## src/rtl/aes_key_expander.sv

```systemverilog
// aes_key_expander: AES-128 key schedule into 11 stored round keys, streamed out by index; AES_KEY_DECRYPT_EN enables 10..0 order
`ifndef AES_BLOCK_SIZE
`define AES_BLOCK_SIZE 128
`endif
module aes_key_expander (
   input  logic                       Clk,
   input  logic                       Rst_n,
   input  logic [`AES_BLOCK_SIZE-1:0] Key,
   input  logic                       Key_valid,
   output logic                       Key_ready,
   output logic                       Busy,
   output logic                       Keys_ready,
   input  logic                       Start,
   input  logic                       Encrypt,
   output logic [`AES_BLOCK_SIZE-1:0] Round_key,
   output logic [3:0]                 Rk_index,
   output logic                       Rk_valid,
   input  logic                       Rk_ready,
   output logic                       Rk_last
);
   typedef enum logic [1:0] {IDLE, EXPAND, DONE, STREAM} state_t;
   localparam logic [2047:0] SBOX = {
      128'h637c777bf26b6fc53001672bfed7ab76, 128'hca82c97dfa5947f0add4a2af9ca472c0,
      128'hb7fd9326363ff7cc34a5e5f171d83115, 128'h04c723c31896059a071280e2eb27b275,
      128'h09832c1a1b6e5aa0523bd6b329e32f84, 128'h53d100ed20fcb15b6acbbe394a4c58cf,
      128'hd0efaafb434d338545f9027f503c9fa8, 128'h51a3408f929d38f5bcb6da2110fff3d2,
      128'hcd0c13ec5f974417c4a77e3d645d1973, 128'h60814fdc222a908846eeb814de5e0bdb,
      128'he0323a0a4906245cc2d3ac629195e479, 128'he7c8376d8dd54ea96c56f4ea657aae08,
      128'hba78252e1ca6b4c6e8dd741f4bbd8b8a, 128'h703eb5664803f60e613557b986c11d9e,
      128'he1f8981169d98e949b1e87e9ce5528df, 128'h8ca1890dbfe6426841992d0fb054bb16};
   state_t       state_q, state_d;
   logic [127:0] rk_q [11];
   logic [127:0] rk_d [11];
   logic [3:0]   cnt_q, cnt_d, idx_q, idx_d;
   logic         valid_q, valid_d, enc_q, enc_d, enc_sel;
   logic [127:0] prev;
   logic [31:0]  temp, w0, w1, w2, w3;
   logic [7:0]   rcon;
   // Table byte x sits 8*(255-x) bits above the LSB, and ~x equals 255-x.
   function automatic logic [7:0] sbox(input logic [7:0] x);
      return SBOX[{~x, 3'b000} +: 8];
   endfunction
`ifdef AES_KEY_DECRYPT_EN
   assign enc_sel = Encrypt;
`else
   logic unused_encrypt;
   assign unused_encrypt = Encrypt;
   assign enc_sel = 1'b1;
`endif
   assign rcon = cnt_q == 4'd1 ? 8'h01 : cnt_q == 4'd2 ? 8'h02 : cnt_q == 4'd3 ? 8'h04 :
                 cnt_q == 4'd4 ? 8'h08 : cnt_q == 4'd5 ? 8'h10 : cnt_q == 4'd6 ? 8'h20 :
                 cnt_q == 4'd7 ? 8'h40 : cnt_q == 4'd8 ? 8'h80 : cnt_q == 4'd9 ? 8'h1b : 8'h36;
   assign prev = rk_q[cnt_q - 4'd1];
   assign temp = {sbox(prev[23:16]), sbox(prev[15:8]), sbox(prev[7:0]), sbox(prev[31:24])} ^ {rcon, 24'h0};
   assign w0 = prev[127:96] ^ temp;
   assign w1 = prev[95:64] ^ w0;
   assign w2 = prev[63:32] ^ w1;
   assign w3 = prev[31:0] ^ w2;
   assign Key_ready  = state_q == IDLE || state_q == DONE;
   assign Busy       = state_q == EXPAND;
   assign Keys_ready = state_q == DONE;
   assign Rk_valid   = valid_q;
   assign Rk_index   = idx_q;
   assign Round_key  = rk_q[idx_q];
   assign Rk_last    = valid_q && idx_q == (enc_q ? 4'd10 : 4'd0);
   // Next state: key load has priority over Start; one round key per EXPAND cycle; stream steps on each transfer.
   always_comb begin
      state_d = state_q;
      rk_d    = rk_q;
      cnt_d   = cnt_q;
      idx_d   = idx_q;
      valid_d = valid_q;
      enc_d   = enc_q;
      case (state_q)
         IDLE, DONE: begin
            if (Key_valid) begin
               rk_d[0] = Key;
               cnt_d   = 4'd1;
               state_d = EXPAND;
            end else if (state_q == DONE && Start) begin
               enc_d   = enc_sel;
               idx_d   = enc_sel ? 4'd0 : 4'd10;
               valid_d = 1'b1;
               state_d = STREAM;
            end
         end
         EXPAND: begin
            rk_d[cnt_q] = {w0, w1, w2, w3};
            cnt_d       = cnt_q + 4'd1;
            state_d     = cnt_q == 4'd10 ? DONE : EXPAND;
         end
         STREAM: begin
            if (valid_q && Rk_ready) begin
               if (Rk_last) begin
                  valid_d = 1'b0;
                  state_d = DONE;
               end else
                  idx_d = enc_q ? idx_q + 4'd1 : idx_q - 4'd1;
            end
         end
      endcase
   end
   // State registers; reset clears all stored keys so a new load is required.
   always_ff @(posedge Clk or negedge Rst_n) begin
      if (!Rst_n) begin
         state_q <= IDLE;
         for (int i = 0; i < 11; i++) rk_q[i] <= '0;
         cnt_q   <= '0;
         idx_q   <= '0;
         valid_q <= 1'b0;
         enc_q   <= 1'b1;
      end else begin
         state_q <= state_d;
         rk_q    <= rk_d;
         cnt_q   <= cnt_d;
         idx_q   <= idx_d;
         valid_q <= valid_d;
         enc_q   <= enc_d;
      end
   end
endmodule

```

## config.mk

```make
export PLATFORM = sky130hd
export DESIGN_NAME = aes_key_expander
export DESIGN_NICKNAME = d
export VERILOG_FILES = /design/src/rtl/aes_key_expander.sv
export SDC_FILE = /design/constraint.sdc
export NUM_CORES = 2
export LEC_CHECK = 0
export CAP_MARGIN = 10
export CORE_ASPECT_RATIO = 0.6
export CORE_MARGIN = 5
export CORE_UTILIZATION = 39
export DETAILED_ROUTE_END_ITERATION = 16
export PLACE_DENSITY_LB_ADDON = 0.15
export SKIP_LAST_GASP = 1
export SLEW_MARGIN = 30
export SYNTH_ARGS = -nofsm -noshare
export SYNTH_HDL_FRONTEND = slang
export SYNTH_SLANG_ARGS = --single-unit
```

## constraint.sdc

```tcl
create_clock -name Clk -period 22.3 [get_ports Clk]
set_input_delay 4.46 -clock Clk [delete_from_list [all_inputs] [get_ports Clk]]
set_output_delay 4.46 -clock Clk [all_outputs]
set_load 0.005 [all_outputs]
```

==> results.tsv <==
metric	value	unit
Syn Nets	10200	
fill cell count	22500	
Worst Path Max Fanout	54	
Root Buffer	clkbuf_16	
Post-synth EDFFs	0	
Worst Hold Path EP	rk_q[1271]	
met2 Resource Use GR	45.9	%
Netlist cell types	117	
Max-Cap Viols	0	
Finished Cell Area	101000	um2
Vias per Instance	6.57	
busiest grt layer	met1	
drt drc	0	
ys async rst share	100	%
grt ovf	0	
achievable clock frequency	0.0968	GHz
Slew HR	21.2	%
Worst-Skew Late Latency	0.83	ns
clock-pin slew on the worst setup and hold paths	0.07	ns
startpoint class of the critical path	flip-flop	
Worst setup EP type	output pin	
Synth Register Bits	1419	
layout cells sized above 1	13.7	%
critical path class	flip-flop to output pin	
sequential-to-total area share from yosys stat	39.1	%
placed inst area	96000	um2
Yosys Warn Count	0	
Buffers on Ports	269	
First-pass DRT Iterations	10	
Detailed Route WL	429000	um
Worst Skew	0.0647	ns
fin crit share	46.3	%
Total GRT Usage	34.3	%
Rows	137	
Crit Reg-Reg Startpoint	cnt_q[0]	
# Post-CTS Setup Buffers	0	
status	finished, final reports clean	
gpl congestion	0.999	
vias in the first global route	80300	
Inst Count DP	12700	
first-pass GRT wire length	611000	um
met3 Usage GRT	13.8	%
r2r worst-path depth	23	
TNS Setup	0	ns
Initial Util	39.1	%
CP Data Required Time	17.84	ns
DP Wirelength	280000	um
final cell count without fillers	13000	
min Tclk post-route	10.33	ns
initial antenna violation count	13	
Syn Area/Cell	9.07	um2
Final ANT Viol Nets	0	
Die Wd	633	um
worst hold start	rk_q[1271]	
RSZ-0062 raised after global routing	false	
die height	384	um
CTS tree	done	
Nets	9902	
Post-Synthesis Cells	10000	
DR WL/cell	33.1	um
Clock Tree Buf Depth	4	
met1 Use GR	49.5	%
DRT iter0 DRCs	12000	
HP Class	flip-flop to flip-flop	
CTS resizes	0	
Top Ports	271	
hold depth	2	
synthesis-to-layout area growth	11.7	%
Vias	85100	
# setup viols final	0	
Core Util, Final	43.7	%
Worst Tran Pin Value	1.17	ns
hold-fix buffer count after cts	0	
Die ar.	243000	um2
Netlist Area Pre-Place	90800	um2
Core Box Area	232000	um2
Arrival @ worst endpoint	5.87	ns
clock sink count	1419	
CTS Buf Count	153	
r2r endpoint	rk_q[522]	
CTS H-tree lvls	4	
largest net degree at the start of global routing	176	
Primary FF master, synth	dfrtp_1	
Max Slew Vio Count	0	
final-report hold violation count	0	
Reg2Reg Setup Slack	12.61	ns
## state kept, by name (all words and copies together) (netlist names)
| register | count |
|---|---|
| Rk_index | 4 |
| Rk_valid | 1 |
| cnt_q | 4 |
| state_q | 2 |
| rk_q | 1408 |
## worst max path at each step
stage | cells past startpoint | slack, ns | end | startpoint
2_1_floorplan | 35 | 14.51 | rk_q[388] | cnt_q[0]
6_report | 8 | 11.97 | Round_key[5] | Rk_index[1]
3_3_place_gp | 21 | 12.26 | rk_q[15] | cnt_q[0]
5_1_grt | 8 | 11.66 | Round_key[5] | Rk_index[1]
4_1_cts | 8 | 11.83 | Round_key[5] | Rk_index[1]
3_5_place_dp | 8 | 12.72 | Round_key[5] | Rk_index[1]
## cells in the mapped netlist, types with 65 or more instances
| cell | n | area [um2] |
|---|---|---|
| nand2_1 | 2100 | 7880 |
| o21ai_0 | 1696 | 8490 |
| dfrtp_1 | 1419 | 35500 |
| clkbuf_1 | 675 | 2530 |
| mux4_2 | 500 | 11300 |
| a21oi_1 | 403 | 2020 |
| nor2_1 | 370 | 1390 |
| mux2i_1 | 302 | 3020 |
| nand3_1 | 223 | 1120 |
| buf_2 | 167 | 836 |
| o221ai_1 | 158 | 1380 |
| o22ai_1 | 143 | 895 |
| o211ai_1 | 142 | 1070 |
| nor3_1 | 120 | 601 |
| xnor2_1 | 120 | 1050 |
| o21ai_1 | 111 | 556 |
| buf_1 | 94 | 353 |
| a31oi_1 | 92 | 576 |
| buf_4 | 80 | 601 |
| a221oi_1 | 66 | 578 |
| xor2_1 | 66 | 578 |
| a211oi_1 | 65 | 488 |
## layout by cell type (no fill, tap or decap), types with 122 or more instances in the layout
cell	n
a21oi_1	402
buf_4	307
clkbuf_16	157
clkdlybuf4s50_1	268
dfrtp_1	1414
mux2i_1	301
mux4_2	500
nand2_1	2091
nand3_1	216
nor2_1	365
o211ai_1	142
o21ai_0	1670
o21ai_1	122
o221ai_1	158
o22ai_1	143
## stage by stage
stage / hold WS, ns / setup WS [ns]
floorplan: 0.457 / 14.51
global placement: 0.472 / 12.26
detailed placement: 0.480 / 12.72
CTS: 0.497 / 11.83
global route: 0.514 / 11.66
finish: 0.499 / 11.97
## cell families after synthesis
| logic type | share of synthesized area (%) |
|---|---|
| xor+xnor | 2.22 |
| flops | 39.1 |
| fa+ha+maj | 0.826 |
| buf+inv | 5.62 |
| compound gates | 22.1 |
| mux | 16.4 |
| simple gates | 13.8 |
## layout make-up
class                           count  area, um2  share of cell area, %
Multi-Input combinational cell   7483      51200                   50.5
Sequential cell                  1419      35500                   35.0
Timing Repair Buffer              610       5620                   5.54
Clock buffer                      225       4550                   4.49
Tap cell                         3127       3910                   3.86
Clock inverter                     38        414                  0.408
Inverter                           41        163                  0.160
Antenna cell                        8       20.0                 0.0197
## metal layers
metal	vias to the layer above	routed length, um
met2	5257	170000
met4	4	16100
met3	754	59100
met1	43000	183000
li1	36100	-
met5	-	22
## worst max-delay path, cell delays in order, from the launching register on
cell and delay (ns):
dfrtp_4 0.76, buf_4 0.72, buf_4 0.71, buf_4 0.82, mux2i_1 0.17, o221ai_1 0.22, o21ai_0 0.11, o21ai_0 0.76
clkdlybuf4s50_1 0.65
Power is not shown: default switching activity piles up to over one toggle a cycle in this logic, so the estimate is an artifact.
